[config.mk]
export PLATFORM = sky130hd
export DESIGN_NAME = arith_result_collector
export DESIGN_NICKNAME = d
export VERILOG_FILES = /design/src/rtl/arith_result_collector.sv
export SDC_FILE = /design/constraint.sdc
export NUM_CORES = 1
export LEC_CHECK = 0
export ABC_CLOCK_PERIOD_IN_PS = 3950
export CAP_MARGIN = 20
export CORE_MARGIN = 4
export CORE_UTILIZATION = 50
export DETAILED_ROUTE_END_ITERATION = 8
export PLACE_DENSITY = 0.87
export SYNTH_ARGS = -nofsm -noshare
export SYNTH_HDL_FRONTEND = slang
export SYNTH_SLANG_ARGS = --single-unit
[constraint.sdc]
create_clock -name clk -period 3.95 [get_ports clk]
set_clock_uncertainty 0.2 [all_clocks]
set_input_delay 1.185 -clock clk [delete_from_list [all_inputs] [get_ports clk]]
set_output_delay 1.185 -clock clk [all_outputs]
set_load 0.02 [all_outputs]
[src/rtl/arith_result_collector.sv]
// Result collector: tags in-flight operands through a ce-gated pipe and captures tagged results into a FWFT FIFO.
// Optional macro RESULT_SAT_EN clamps captured results to the signed 32-bit range and raises a sticky sat flag.
module arith_result_collector #(
   parameter int unsigned DATA_W  = 40,
   parameter int unsigned LATENCY = 5,
   parameter int unsigned DEPTH   = 4
) (
   input  logic                       clk,
   input  logic                       rst,
   input  logic                       ce,
   input  logic                       in_valid,
   input  logic [DATA_W-1:0]          res,
   output logic [DATA_W-1:0]          out_data,
   output logic                       out_valid,
   input  logic                       out_ready,
   output logic [$clog2(DEPTH+1)-1:0] count,
   output logic                       overflow,
   output logic                       sat
);

   localparam int unsigned AW = (DEPTH > 1) ? $clog2(DEPTH) : 1;
   localparam int unsigned CW = $clog2(DEPTH+1);

   logic [LATENCY-1:0] r_tag;
   logic [DATA_W-1:0]  r_mem [DEPTH];
   logic [AW-1:0]      r_wr_ptr;
   logic [AW-1:0]      r_rd_ptr;
   logic [CW-1:0]      r_count;
   logic               r_out_valid;
   logic               r_overflow;

   logic               w_cap;
   logic               w_pop;
   logic               w_full;
   logic               w_wr;
   logic               w_drop;
   logic [CW-1:0]      w_count_nxt;
   logic [DATA_W-1:0]  w_wdata;

   // Valid tag advances in lock-step with the upstream datapath
   always_ff @(posedge clk) begin
      if (rst) begin
         r_tag <= '0;
      end else if (ce) begin
         r_tag[0] <= in_valid;
         for (int i = 1; i < int'(LATENCY); i++) begin
            r_tag[i] <= r_tag[i-1];
         end
      end
   end

   assign w_cap  = ce & r_tag[LATENCY-1];
   assign w_pop  = r_out_valid & out_ready;
   assign w_full = (r_count == CW'(DEPTH));
   assign w_wr   = w_cap & (~w_full | w_pop);
   assign w_drop = w_cap & w_full & ~w_pop;

   always_comb begin
      w_count_nxt = r_count;
      case ({w_wr, w_pop})
         2'b10:   w_count_nxt = r_count + CW'(1);
         2'b01:   w_count_nxt = r_count - CW'(1);
         default: w_count_nxt = r_count;
      endcase
   end

   // FIFO storage, pointers, occupancy and drop flag
   always_ff @(posedge clk) begin
      if (rst) begin
         for (int i = 0; i < int'(DEPTH); i++) begin
            r_mem[i] <= '0;
         end
         r_wr_ptr    <= '0;
         r_rd_ptr    <= '0;
         r_count     <= '0;
         r_out_valid <= 1'b0;
         r_overflow  <= 1'b0;
      end else begin
         if (w_wr) begin
            r_mem[r_wr_ptr] <= w_wdata;
            r_wr_ptr        <= r_wr_ptr + AW'(1);
         end
         if (w_pop) begin
            r_rd_ptr <= r_rd_ptr + AW'(1);
         end
         r_count     <= w_count_nxt;
         r_out_valid <= (w_count_nxt != '0);
         if (w_drop) begin
            r_overflow <= 1'b1;
         end
      end
   end

`ifdef RESULT_SAT_EN
   logic r_sat;
   logic w_clamp;

   // Out of range when the bits above bit 30 are not a pure sign extension
   if (DATA_W > 32) begin : g_clamp
      localparam int unsigned HW = DATA_W - 31;
      logic [HW-1:0] w_hi;
      assign w_hi    = res[DATA_W-1:31];
      assign w_clamp = ~((&w_hi) | ~(|w_hi));
      assign w_wdata = ~w_clamp ? res :
                       (res[DATA_W-1] ? {{HW{1'b1}}, {31{1'b0}}}
                                      : {{HW{1'b0}}, {31{1'b1}}});
   end else begin : g_noclamp
      assign w_clamp = 1'b0;
      assign w_wdata = res;
   end

   always_ff @(posedge clk) begin
      if (rst) begin
         r_sat <= 1'b0;
      end else if (w_wr & w_clamp) begin
         r_sat <= 1'b1;
      end
   end

   assign sat = r_sat;
`else
   assign w_wdata = res;
   assign sat     = 1'b0;
`endif

   assign out_data  = r_mem[r_rd_ptr];
   assign out_valid = r_out_valid;
   assign count     = r_count;
   assign overflow  = r_overflow;

endmodule

---- Word-level counts from Yosys, hierarchy flattened ----
Memories as Yosys holds them, arrays and structs flattened. A register that Yosys moved wholly into a read port is not among the register bits.
Cells that the tools add are included.
cells by class
  add/sub/neg operators ................... 4
  eq/ne operators ......................... 3
  mux-type cells .......................... 11
  bitwise logic cells ..................... 8
  reduce and logical (&&, ||, !) cells .... 2
operators with widths
  cell                                                                    number
  40-bit 2-to-1 mux                                                       1
  40-bit OR reduction                                                     1
  1-bit 2-to-1 mux                                                        6
  2-bit 2-to-1 mux                                                        3
  3-bit case mux with 2 select lines                                      1
  1-bit bitwise AND                                                       5
  2-bit by 1-bit adder with 2-bit output (second input constant)          2
  3-bit by 1-bit adder with 3-bit output (second input constant)          1
  3-bit equality test (second input constant)                             1
  3-bit nonzero test                                                      1
  3-bit by 1-bit subtractor with 3-bit output (second input constant)     1
  2-bit by 1-bit equality test with 1-bit output (second input constant)  1
  2-bit equality test (second input constant)                             1
  1-bit NOT                                                               2
  1-bit bitwise OR                                                        1
word-level totals
  register bits ........................... 14
  bits in writable memories ............... 160
  bits of input ports ..................... 45
  output and inout port bits .............. 46
  word-level logic and storage cells ...... 35
  memories kept ........................... 1
memory list
  memory  depth  width  rd ports  clocked after memory_dff  write ports  line  RTL
  r_mem   4      40     1         1                         4            25    logic [DATA_W-1:0] r_mem [DEPTH];

---- Logic depth before layout (Yosys ltp) ----
Gate-level depths: netlist of run 1.
  word-level depth ........................ 9
  mapped depth ............................ 7
  depth with buffers taken out ............ 7

---- Worst setup path after synthesis of run 1 ----
No wires, ideal clock.
  kind .................................... in2reg
  start point ............................. input ce
  end point ............................... memory r_mem[1][0], enable pin
  setup time .............................. 0.446 ns
  arrival time ............................ 3.602 ns
  data required time ...................... 3.304 ns
  path slack .............................. -0.298 ns
  cell stages on the path ................. 5
  buffers on the path ..................... 1
  path through ............................ buf_6 > nand2_4 > a21oi_1 > nand2_1 > o21bai_1
RTL lines
  what             line  RTL
  start, declared  10    input logic ce,
  end, declared    25

==> results of run 1 <==
state kept, by name (all words and copies together) (netlist names), named ones only:
register and flops:
r_wr_ptr 2, out_valid 1, r_tag 5, count 3, overflow 1, r_rd_ptr 2
r_mem 160
power breakdown:
group          switching, mW  internal [mW]
sequential            0.0358           2.10
clock                  0.648          0.856
combinational          0.352          0.362
metal layers:
| metal | part of all wire (%) | vias up |
|---|---|---|
| met5 | 0.080 | - |
| met4 | 1.2 | 2 |
| met3 | 6.2 | 15 |
| met2 | 51 | 131 |
| met1 | 41 | 2148 |
| li1 | - | 1939 |
final cells by class:
type                       instances  area (um^2)
inverter                           4         15.0
timing repair buffer             104         1050
multi-input combinational        258         2330
tap                              184          230
clock buffer                      20          437
fill                            1077         5460
sequential                       176         5130
clock inverter                    12         95.1
layout by cell type, fill, tap and decap left out, drive strengths merged:
master and count:
a211oi 3, a21boi 1, a21o 1, a21oi 5
a31o 1, a41o 1, and2 121, and3 40
and3b 1, buf 15, bufinv 1, clkbuf 20
clkdlybuf4s50 89, clkinv 6, clkinvlp 5, conb 1
dfxtp 16, edfxtp 160, fa 1, inv 4
mux2i 5, mux4 40, nand2 6, nand3 1
nor2 13, nor3 5, nor3b 2, nor4b 1
o21bai 1, o32ai 1, or2 1, or3 1
or4 1, xnor2 3, xor2 1
worst min path at each step:
stage                     startpoint               endpoint  slack, ps  depth (start not counted)
2_1_floorplan  r_tag[0]$_SDFFE_PP0P_  r_tag[0]$_SDFFE_PP0P_        260                          2
3_3_place_gp   overflow$_SDFFE_PP0P_  overflow$_SDFFE_PP0P_        260                          2
3_5_place_dp   overflow$_SDFFE_PP0P_  overflow$_SDFFE_PP0P_        270                          2
4_1_cts        overflow$_SDFFE_PP0P_  overflow$_SDFFE_PP0P_        290                          2
5_1_grt        r_tag[2]$_SDFFE_PP0P_  r_tag[2]$_SDFFE_PP0P_        330                          2
6_report       overflow$_SDFFE_PP0P_  overflow$_SDFFE_PP0P_        280                          2
cell usage after synthesis, types with 2 or more instances:
| library cell | n | share of area [%] |
|---|---|---|
| a211oi_1 | 2 | 0.20 |
| clkbuf_1 | 19 | 0.93 |
| and3_1 | 40 | 3.3 |
| dfxtp_1 | 16 | 4.2 |
| buf_2 | 10 | 0.66 |
| edfxtp_1 | 160 | 63 |
| inv_1 | 4 | 0.20 |
| a21oi_1 | 5 | 0.33 |
| mux4_2 | 40 | 12 |
| and2_1 | 121 | 9.9 |
| nand2_1 | 5 | 0.25 |
| nor3_1 | 5 | 0.33 |
| nor2_1 | 13 | 0.64 |
| mux2i_1 | 5 | 0.66 |
| buf_6 | 5 | 0.74 |
| xnor2_1 | 3 | 0.34 |
tightest hold or removal path, stage by stage (launching register included):
cell and delay [ps]:
dfxtp_1 330, a21oi_1 40, nor2_1 70
through the flow:
| stage | power (mW) | utilization (%) |
|---|---|---|
| 2_1_floorplan | 2.60 | - |
| 3_3_place_gp | 2.88 | 59.4 |
| 3_5_place_dp | 2.90 | 59.4 |
| 4_1_cts | 4.39 | 63.0 |
| 5_1_grt | 4.53 | 63.0 |
| 6_report | 4.35 | 63.0 |
cell families after synthesis:
family / after synthesis
multiplexers: 45
flip-flops: 176
AND/OR/NAND/NOR: 193
buffers and inverters: 39
other: 1
XOR/XNOR: 4
AO/OA/AOI/OAI: 14
adder cells (fa/ha/maj): 1
==> reports/results.ini, run 1 <==
[final_layout]
drive_gt1_share_pct = 16.0
final_nets = 607
antennaDiodeCount = 0
fin_cells = 758
area_growth_pct = 21.7
finalInstanceArea_um2 = 9290

[synthesis]
synth-seq-cells = 176
yosysWarningCount = 0
synthXorXnorAreaFrac_pct = 0.459
synth_compound_gate_area_share_pct = 1.54
syn_inst = 473
synthAdderAreaFrac_pct = 0.262
synthMuxAreaShare_pct = 12.5
async_flop_share_pct = 0
synth-simple-area-share_pct = 15.5
syn_nets = 519
ys_seq_area_share_pct = 67.1
synth_ff_type = edfxtp_1
synth_area_um2 = 7640
avgSynthCellArea_um2 = 16.1
synth_cell_type_count = 36
synth_top_family_by_area = simple AND/OR/NAND/NOR gates
synth_edf_count = 160

[setup_path]
reg2regPathDepth = 7
path_cells = buf_4 -> mux4_2 -> clkdlybuf4s50_1
crit_end = out_data[22]
startpoint_type = flop
worstSetupPathType = reg2out
crit_slowest_cell = mux4_2
cp.arrival_ps = 2330
end_kind = output port
path_max_fanout = 22
r2r_end = out_valid$_SDFF_PP0_
cpLargestDelayFamily = buffers and inverters
reg2reg_setup_slack_ps = 1300
crit_buf_inv = 2
path_depth = 3
slowest_delay_ps = 600
critical_path_required_ps = 2560
r2r-start = out_valid$_SDFF_PP0_

[global_routing]
gr-usage-met3_pct = 5.47
grt_util_met1_pct = 22.7
grt_pass1_vias = 4545
grt_pass1_wl_mm = 24.2
grt-ovfl-total = 0
top_usage_layer = met2
grt_max_degree = 44
met2_usage_pct = 30.3
grt_use_total_pct = 18.1
antenna_found_initial = 1

[sta]
rsz0062_at_grt = false
finalHoldViolations = 0
fin_hold_ws_ps = 282
relSlewSlack_pct = 39.6
fin_ws_ps = 240
final.period_utilization_pct = 93.9
fin_tns_setup_ps = 0
setup_violations = 0
tightest_slew_ps = 903
period_minus_slack_ps = 3710
fmax_mhz = 270
maxSlewViolCount = 0

[flow_run]
max-cap-violations = 0

[routing]
first_pass_iters = 5
first_iter_violations = 437
drcViolationCount = 0
totalWireLength_mm = 15.0
ant_nets = 0
wire_per_inst_um = 19.8
vias = 4235
avgViaCountPerCell = 5.59

[clock_network]
cts.hold.buffers_added = 0
clock_path_buffers = 2
cts_buffers = 17
clk_pin_slew_ps = 60
postCtsSetupBuffers = 0
cts_sinks = 176
clk_latency_ps = 420
cts_tree = done
htree_levels = 4
cts_root_buffer = clkbuf_16
cts_resized = 0

[power_and_ir_drop]
power.density_nw_per_um2 = 469
p_leak_nw = 3.42
ir_drop_mv = 0.237

[floorplan]
dieArea_um2 = 17300
rows = 44
io-pin-count = 91
start_util_pct = 51.8
fp.dieW_um = 132
core_um2 = 14800
die_h_um = 132

[placed_design]
dp.cells = 726
dpl_cell_area_um2 = 8760
place_ws_ps = 39.1
hpwlAfterDp_mm = 9.00
gp_congestion = 0.759
io_buffers = 89

[outcome]
status = finished clean

[min_path]
hold_class = reg2reg

Note: power is estimated with default switching activity, not from simulation.
==> run 2: changes to the inputs <==
--- a/config.mk
+++ b/config.mk
@@ -7,10 +7,13 @@
 export LEC_CHECK = 0
 export ABC_CLOCK_PERIOD_IN_PS = 3950
 export CAP_MARGIN = 20
+export CELL_PAD_IN_SITES_DETAIL_PLACEMENT = 0
+export CELL_PAD_IN_SITES_GLOBAL_PLACEMENT = 2
 export CORE_MARGIN = 4
-export CORE_UTILIZATION = 50
+export CORE_UTILIZATION = 37
 export DETAILED_ROUTE_END_ITERATION = 8
 export PLACE_DENSITY = 0.87
+export SKIP_LAST_GASP = 1
 export SYNTH_ARGS = -nofsm -noshare
 export SYNTH_HDL_FRONTEND = slang
 export SYNTH_SLANG_ARGS = --single-unit
==> reports/results.ini, run 2 (synthesized netlist as in run 1, its figures left out) <==
[setup_path]
startpoint_type = flop  ; unchanged
cp.arrival_ps = 2270  ; was 2330 ps
reg2regPathDepth = 7  ; unchanged
critical_path_required_ps = 2560  ; about the same
reg2reg_setup_slack_ps = 1380  ; was 1300 ps
r2r_end = out_valid$_SDFF_PP0_  ; unchanged
crit_slowest_cell = dfxtp_2  ; was mux4_2
crit_end = out_data[9]  ; was out_data[22]
slowest_delay_ps = 620  ; was 600 ps
path_cells = buf_12 -> mux4_2 -> clkdlybuf4s50_1  ; was buf_4 -> mux4_2 -> clkdlybuf4s50_1
r2r-start = out_valid$_SDFF_PP0_  ; unchanged
path_max_fanout = 27  ; was 22
end_kind = output port  ; unchanged
worstSetupPathType = reg2out  ; unchanged

[routing]
avgViaCountPerCell = 5.01  ; was 5.59
first_pass_iters = 4  ; was 5
vias = 4263  ; was 4,235
ant_nets = 0  ; unchanged
drcViolationCount = 0  ; unchanged
wire_per_inst_um = 19.0  ; was 19.8 um
totalWireLength_mm = 16.1  ; was 15.0 mm
first_iter_violations = 267  ; was 437

[final_layout]
largest_reg_flops = 160  ; unchanged
area_growth_pct = 24.5  ; was 21.7%
final_nets = 614  ; was 607
fillers = 1800  ; was 1,077
final_common_cell = edfxtp_1  ; unchanged
fin_cells = 851  ; was 758
regMostFlops = r_mem  ; unchanged
drive_gt1_share_pct = 18.1  ; was 16.0%
seq_area_um2 = 5130  ; unchanged
multi_input_area_um2 = 2330  ; unchanged
antennaDiodeCount = 0  ; unchanged
layout_common_cells = edfxtp_1 (160), and2_1 (121), clkdlybuf4s50_1 (89), mux4_2 (40), and3_1 (39)  ; unchanged

[clock_network]
clock_path_buffers = 2  ; unchanged
clk_latency_ps = 420  ; about the same
cts_root_buffer = clkbuf_16  ; unchanged
cts_sinks = 176  ; unchanged
htree_levels = 4  ; unchanged
cts_buffers = 17  ; unchanged
cts_tree = done  ; unchanged
cts.hold.buffers_added = 0  ; unchanged
clk_pin_slew_ps = 70  ; was 60 ps

[sta]
fmax_mhz = 274  ; was 270 MHz
relSlewSlack_pct = 32.5  ; was 39.6%
tightest_slew_ps = 1010  ; was 903 ps
finalHoldViolations = 0  ; unchanged
fin_tns_setup_ps = 0  ; unchanged
setup_violations = 0  ; unchanged
fin_hold_ws_ps = 293  ; was 282 ps
period_minus_slack_ps = 3650  ; was 3710 ps
rsz0062_at_grt = false  ; unchanged
final.period_utilization_pct = 92.5  ; was 93.9%
maxSlewViolCount = 0  ; unchanged

[power_and_ir_drop]
p_total_mw = 4.49  ; was 4.35 mW
swShare_pct = 24.0  ; was 23.8%
p_leak_nw = 3.48  ; was 3.42 nW
power.density_nw_per_um2 = 473  ; was 469 nW/um^2
p_seq_share_pct = 47.6  ; was 49.1%
p_comb_share_pct = 16.7  ; was 16.4%
ir_drop_mv = 0.312  ; was 0.237 mV
power.switching_mw = 1.08  ; was 1.04 mW
clockPowerShare_pct = 35.7  ; was 34.5%
intPower_mw = 3.42  ; was 3.32 mW

[placed_design]
io_buffers = 89  ; unchanged
gp_congestion = 0.702  ; was 0.759
hpwlAfterDp_mm = 9.77  ; was 9.00 mm
dp.cells = 814  ; was 726

[global_routing]
antenna_found_initial = 1  ; unchanged
grt_pass1_vias = 4599  ; was 4,545
grt-ovfl-total = 0  ; unchanged
grt_use_total_pct = 14.6  ; was 18.1%
grt_pass1_wl_mm = 24.8  ; was 24.2 mm
grt_max_degree = 43  ; was 44

[floorplan]
rows = 52  ; was 44
fp.dieW_um = 152  ; was 132 um
start_util_pct = 37.6  ; was 51.8%
die_h_um = 152  ; was 132 um
dieArea_um2 = 23000  ; was 17,300 um^2
core_um2 = 20300  ; was 14,800 um^2
io-pin-count = 91  ; unchanged

[flow_run]
max-cap-violations = 0  ; unchanged

[outcome]
status = finished clean  ; unchanged

[min_path]
hold_class = reg2reg  ; unchanged

run 2: cell count changes in the layout (fill, tap and decap cells not counted), sizes merged:
cell | previous run | this run
clkbuf | 20 | 17
bufinv | 1 | 2
buf | 15 | 22
clkinvlp | 5 | 6
inv | 4 | 5
run 2: layout make-up:
type,instances,area share (%)
clock buffer,17,4.48
clock inverter,15,1.53
inverter,4,0.158
multi-input combinational,258,24.5
sequential,176,54.0
tap,270,3.55
timing repair buffer,111,11.8
run 2: worst min-delay path by stage:
stage,to,from,cells after the start,slack (ps)
floorplan,r_tag[0]$_SDFFE_PP0P_,r_tag[0]$_SDFFE_PP0P_,2,260
global placement,overflow$_SDFFE_PP0P_,overflow$_SDFFE_PP0P_,2,260
detailed placement,overflow$_SDFFE_PP0P_,overflow$_SDFFE_PP0P_,2,270
CTS,overflow$_SDFFE_PP0P_,overflow$_SDFFE_PP0P_,2,300
global route,r_tag[4]$_SDFFE_PP0P_,r_tag[3]$_SDFFE_PP0P_,2,320
finish,overflow$_SDFFE_PP0P_,overflow$_SDFFE_PP0P_,2,290
run 2: metal layers:
layer / wire (um) / share of wire [%] / vias up / global-route usage [%]
met4: 210 / 1.3 / 2 / 4.45
li1: - / - / 1963 / -
met3: 979 / 6.1 / 20 / 4.46
met5: 11 / 0.068 / - / 0
met1: 6800 / 42 / 2175 / 18.8
met2: 8130 / 50 / 103 / 23.9
run 2: worst max-delay path: cells and delay by family (launching register included):
kind / cells / cell delay (ps)
buf+inv: 2 / 830
flops: 1 / 620
mux: 1 / 370
run 2: power groups by stage:
stage | clock, mW | combinational, mW | sequential (mW)
after global placement | 0 | 0.709 | 2.20
after global routing | 1.72 | 0.802 | 2.15
final | 1.60 | 0.750 | 2.14
after CTS | 1.64 | 0.714 | 2.17
after detailed placement | 0 | 0.710 | 2.21
after floorplan | 0 | 0.418 | 2.18
run 2: timing repair:
| item | CTS | global route |
|---|---|---|
| resized for setup | 0 | 0 |
| setup endpoints to repair | 0 | 3 |
| setup buffers | 0 | 5 |
| endpoints found under the hold margin | 0 | 0 |
run 2: stage by stage:
step | utilization (%) | area [um^2] | worst slack (ps)
after floorplan | - | 7640 | 363
after global placement | 43.8 | 8880 | 135
after detailed placement | 43.8 | 8880 | 108
after CTS | 46.6 | 9460 | 11.7
after global routing | 46.8 | 9510 | 224
final | 46.8 | 9510 | 297
==> run 3: changes to the inputs <==
--- a/config.mk
+++ b/config.mk
@@ -10,8 +10,9 @@
 export CELL_PAD_IN_SITES_DETAIL_PLACEMENT = 0
 export CELL_PAD_IN_SITES_GLOBAL_PLACEMENT = 2
 export CORE_MARGIN = 4
-export CORE_UTILIZATION = 37
+export CORE_UTILIZATION = 42
 export DETAILED_ROUTE_END_ITERATION = 8
+export DONT_BUFFER_PORTS = 1
 export PLACE_DENSITY = 0.87
 export SKIP_LAST_GASP = 1
 export SYNTH_ARGS = -nofsm -noshare
==> reports/results.ini, run 3 (synthesized netlist as in run 1, its figures left out) <==
[outcome]
status = finished clean  ; unchanged

[min_path]
hold_path_depth = 2  ; unchanged
hold_start = r_tag[1]$_SDFFE_PP0P_  ; was overflow$_SDFFE_PP0P_
hold_class = reg2reg  ; unchanged

[setup_path]
cp.arrival_ps = 2010  ; was 2270 ps
worstSetupPathType = reg2out  ; unchanged
slowest_delay_ps = 700  ; was 620 ps
path_cells = buf_12 -> mux4_2  ; was buf_12 -> mux4_2 -> clkdlybuf4s50_1
path_max_fanout = 24  ; was 27
end_kind = output port  ; unchanged
reg2regPathDepth = 7  ; unchanged
critical_path_required_ps = 2560  ; about the same
r2r-start = out_valid$_SDFF_PP0_  ; unchanged
startpoint_type = flop  ; unchanged
crit_slowest_cell = dfxtp_4  ; was dfxtp_2

[placed_design]
hpwlAfterDp_mm = 8.37  ; was 9.77 mm
io_buffers = 0  ; was 89
gp_congestion = 0.726  ; was 0.702

[floorplan]
start_util_pct = 42.7  ; was 37.6%
core_um2 = 17900  ; was 20,300 um^2
die_h_um = 143  ; was 152 um
dieArea_um2 = 20400  ; was 23,000 um^2
io-pin-count = 91  ; unchanged
rows = 49  ; was 52
fp.dieW_um = 143  ; was 152 um

[power_and_ir_drop]
p_leak_nw = 3.07  ; was 3.48 nW
p_total_mw = 4.22  ; was 4.49 mW
swShare_pct = 24.9  ; was 24.0%
clockPowerShare_pct = 37.5  ; was 35.7%
intPower_mw = 3.17  ; was 3.42 mW
power.switching_mw = 1.05  ; was 1.08 mW
power.density_nw_per_um2 = 501  ; was 473 nW/um^2
p_seq_share_pct = 51.9  ; was 47.6%
p_comb_share_pct = 10.6  ; was 16.7%
ir_drop_mv = 0.308  ; was 0.312 mV

[final_layout]
area_growth_pct = 10.3  ; was 24.5%
regMostFlops = r_mem  ; unchanged
largest_reg_flops = 160  ; unchanged
final_nets = 511  ; was 614
layout_common_cells = edfxtp_1 (160), and2_1 (121), mux4_2 (40), and3_1 (39), clkbuf_16 (17)  ; was edfxtp_1 (160), and2_1 (121), clkdlybuf4s50_1 (89), mux4_2 (40), and3_1 (39)
final_common_cell = edfxtp_1  ; unchanged
drive_gt1_share_pct = 19.2  ; was 18.1%
antennaDiodeCount = 0  ; unchanged
final_util_pct = 47.1  ; was 46.8%

[clock_network]
cts_tree = done  ; unchanged
cts_resized = 0  ; unchanged
cts_sinks = 176  ; unchanged
clock_path_buffers = 2  ; unchanged
cts_root_buffer = clkbuf_16  ; unchanged
clk_latency_ps = 420  ; about the same
htree_levels = 4  ; unchanged
cts.hold.buffers_added = 0  ; unchanged
postCtsSetupBuffers = 0  ; unchanged
clk_pin_slew_ps = 70  ; about the same
cts_buffers = 17  ; unchanged

[sta]
finalHoldViolations = 0  ; unchanged
setup_violations = 0  ; unchanged
tightest_slew_ps = 1010  ; about the same
fin_tns_setup_ps = 0  ; unchanged
relSlewSlack_pct = 32.3  ; was 32.5%
final.period_utilization_pct = 86.0  ; was 92.5%
maxSlewViolCount = 0  ; unchanged
fmax_mhz = 294  ; was 274 MHz
rsz0062_at_grt = false  ; unchanged
period_minus_slack_ps = 3400  ; was 3650 ps

[global_routing]
grt_pass1_vias = 4114  ; was 4,599
grt_max_degree = 80  ; was 43
grt_use_total_pct = 15.3  ; was 14.6%
antenna_found_initial = 0  ; was 1
grt-ovfl-total = 0  ; unchanged
grt_pass1_wl_mm = 23.4  ; was 24.8 mm

[routing]
totalWireLength_mm = 14.7  ; was 16.1 mm
first_pass_iters = 6  ; was 4
ant_nets = 0  ; unchanged
wire_per_inst_um = 20.8  ; was 19.0 um
avgViaCountPerCell = 5.34  ; was 5.01
drcViolationCount = 0  ; unchanged
vias = 3775  ; was 4,263
first_iter_violations = 328  ; was 267

[flow_run]
max-cap-violations = 0  ; unchanged

## run 3: cell types whose count changed in the layout (fill, tap and decap cells not counted), sizes merged
cell and delta:
clkdlybuf4s50 -89, buf -14, inv +3, clkinvlp -2
bufinv -1
## run 3: metal layers
metal / GRT usage [%] / part of all wire, %
met5: 0 / 0
met4: 5.10 / 1.3
met3: 4.39 / 7.2
met2: 25.5 / 51
met1: 19.4 / 40
## run 3: power groups by stage
stage | Combinational, mW | Sequential, mW | Clock (mW)
4_1_cts | 0.460 | 2.19 | 1.61
2_1_floorplan | 0.418 | 2.18 | 0
3_3_place_gp | 0.454 | 2.23 | 0
5_1_grt | 0.481 | 2.20 | 1.70
3_5_place_dp | 0.459 | 2.23 | 0
6_report | 0.449 | 2.19 | 1.58
## run 3: per-stage QoR
stage          cell area [um^2]  hold slack (ps)  setup WS (ps)  std cells
3_3_place_gp               7860              272            629        675
2_1_floorplan              7640              260            363        473
3_5_place_dp               7860              292            551        675
6_report                   8420              304            554        707
4_1_cts                    8420              306            480        707
5_1_grt                    8420              343            415        707
## run 3: final cells by class
class | count | area, um^2
fill | 1503 | 9480
sequential | 176 | 5130
multi-input combinational | 258 | 2330
clock buffer | 17 | 425
tap | 229 | 287
clock inverter | 15 | 135
timing repair buffer | 8 | 97.6
inverter | 4 | 15.0
## run 3: worst paths after layout
| check | endpoint | slack, ps |
|---|---|---|
| worst max-delay path | out_data[27] | 550 |
| worst min-delay path | r_tag[1]$_SDFFE_PP0P_ | 300 |
| worst max register to register | out_valid$_SDFF_PP0_ | 1180 |
| worst min register to register | r_tag[1]$_SDFFE_PP0P_ | 300 |
## run 3: critical path: cells and delay by family (launching register included)
kind                   cells  cell delay, ps
multiplexers               1             620
flip-flops                 1             700
buffers and inverters      1             260
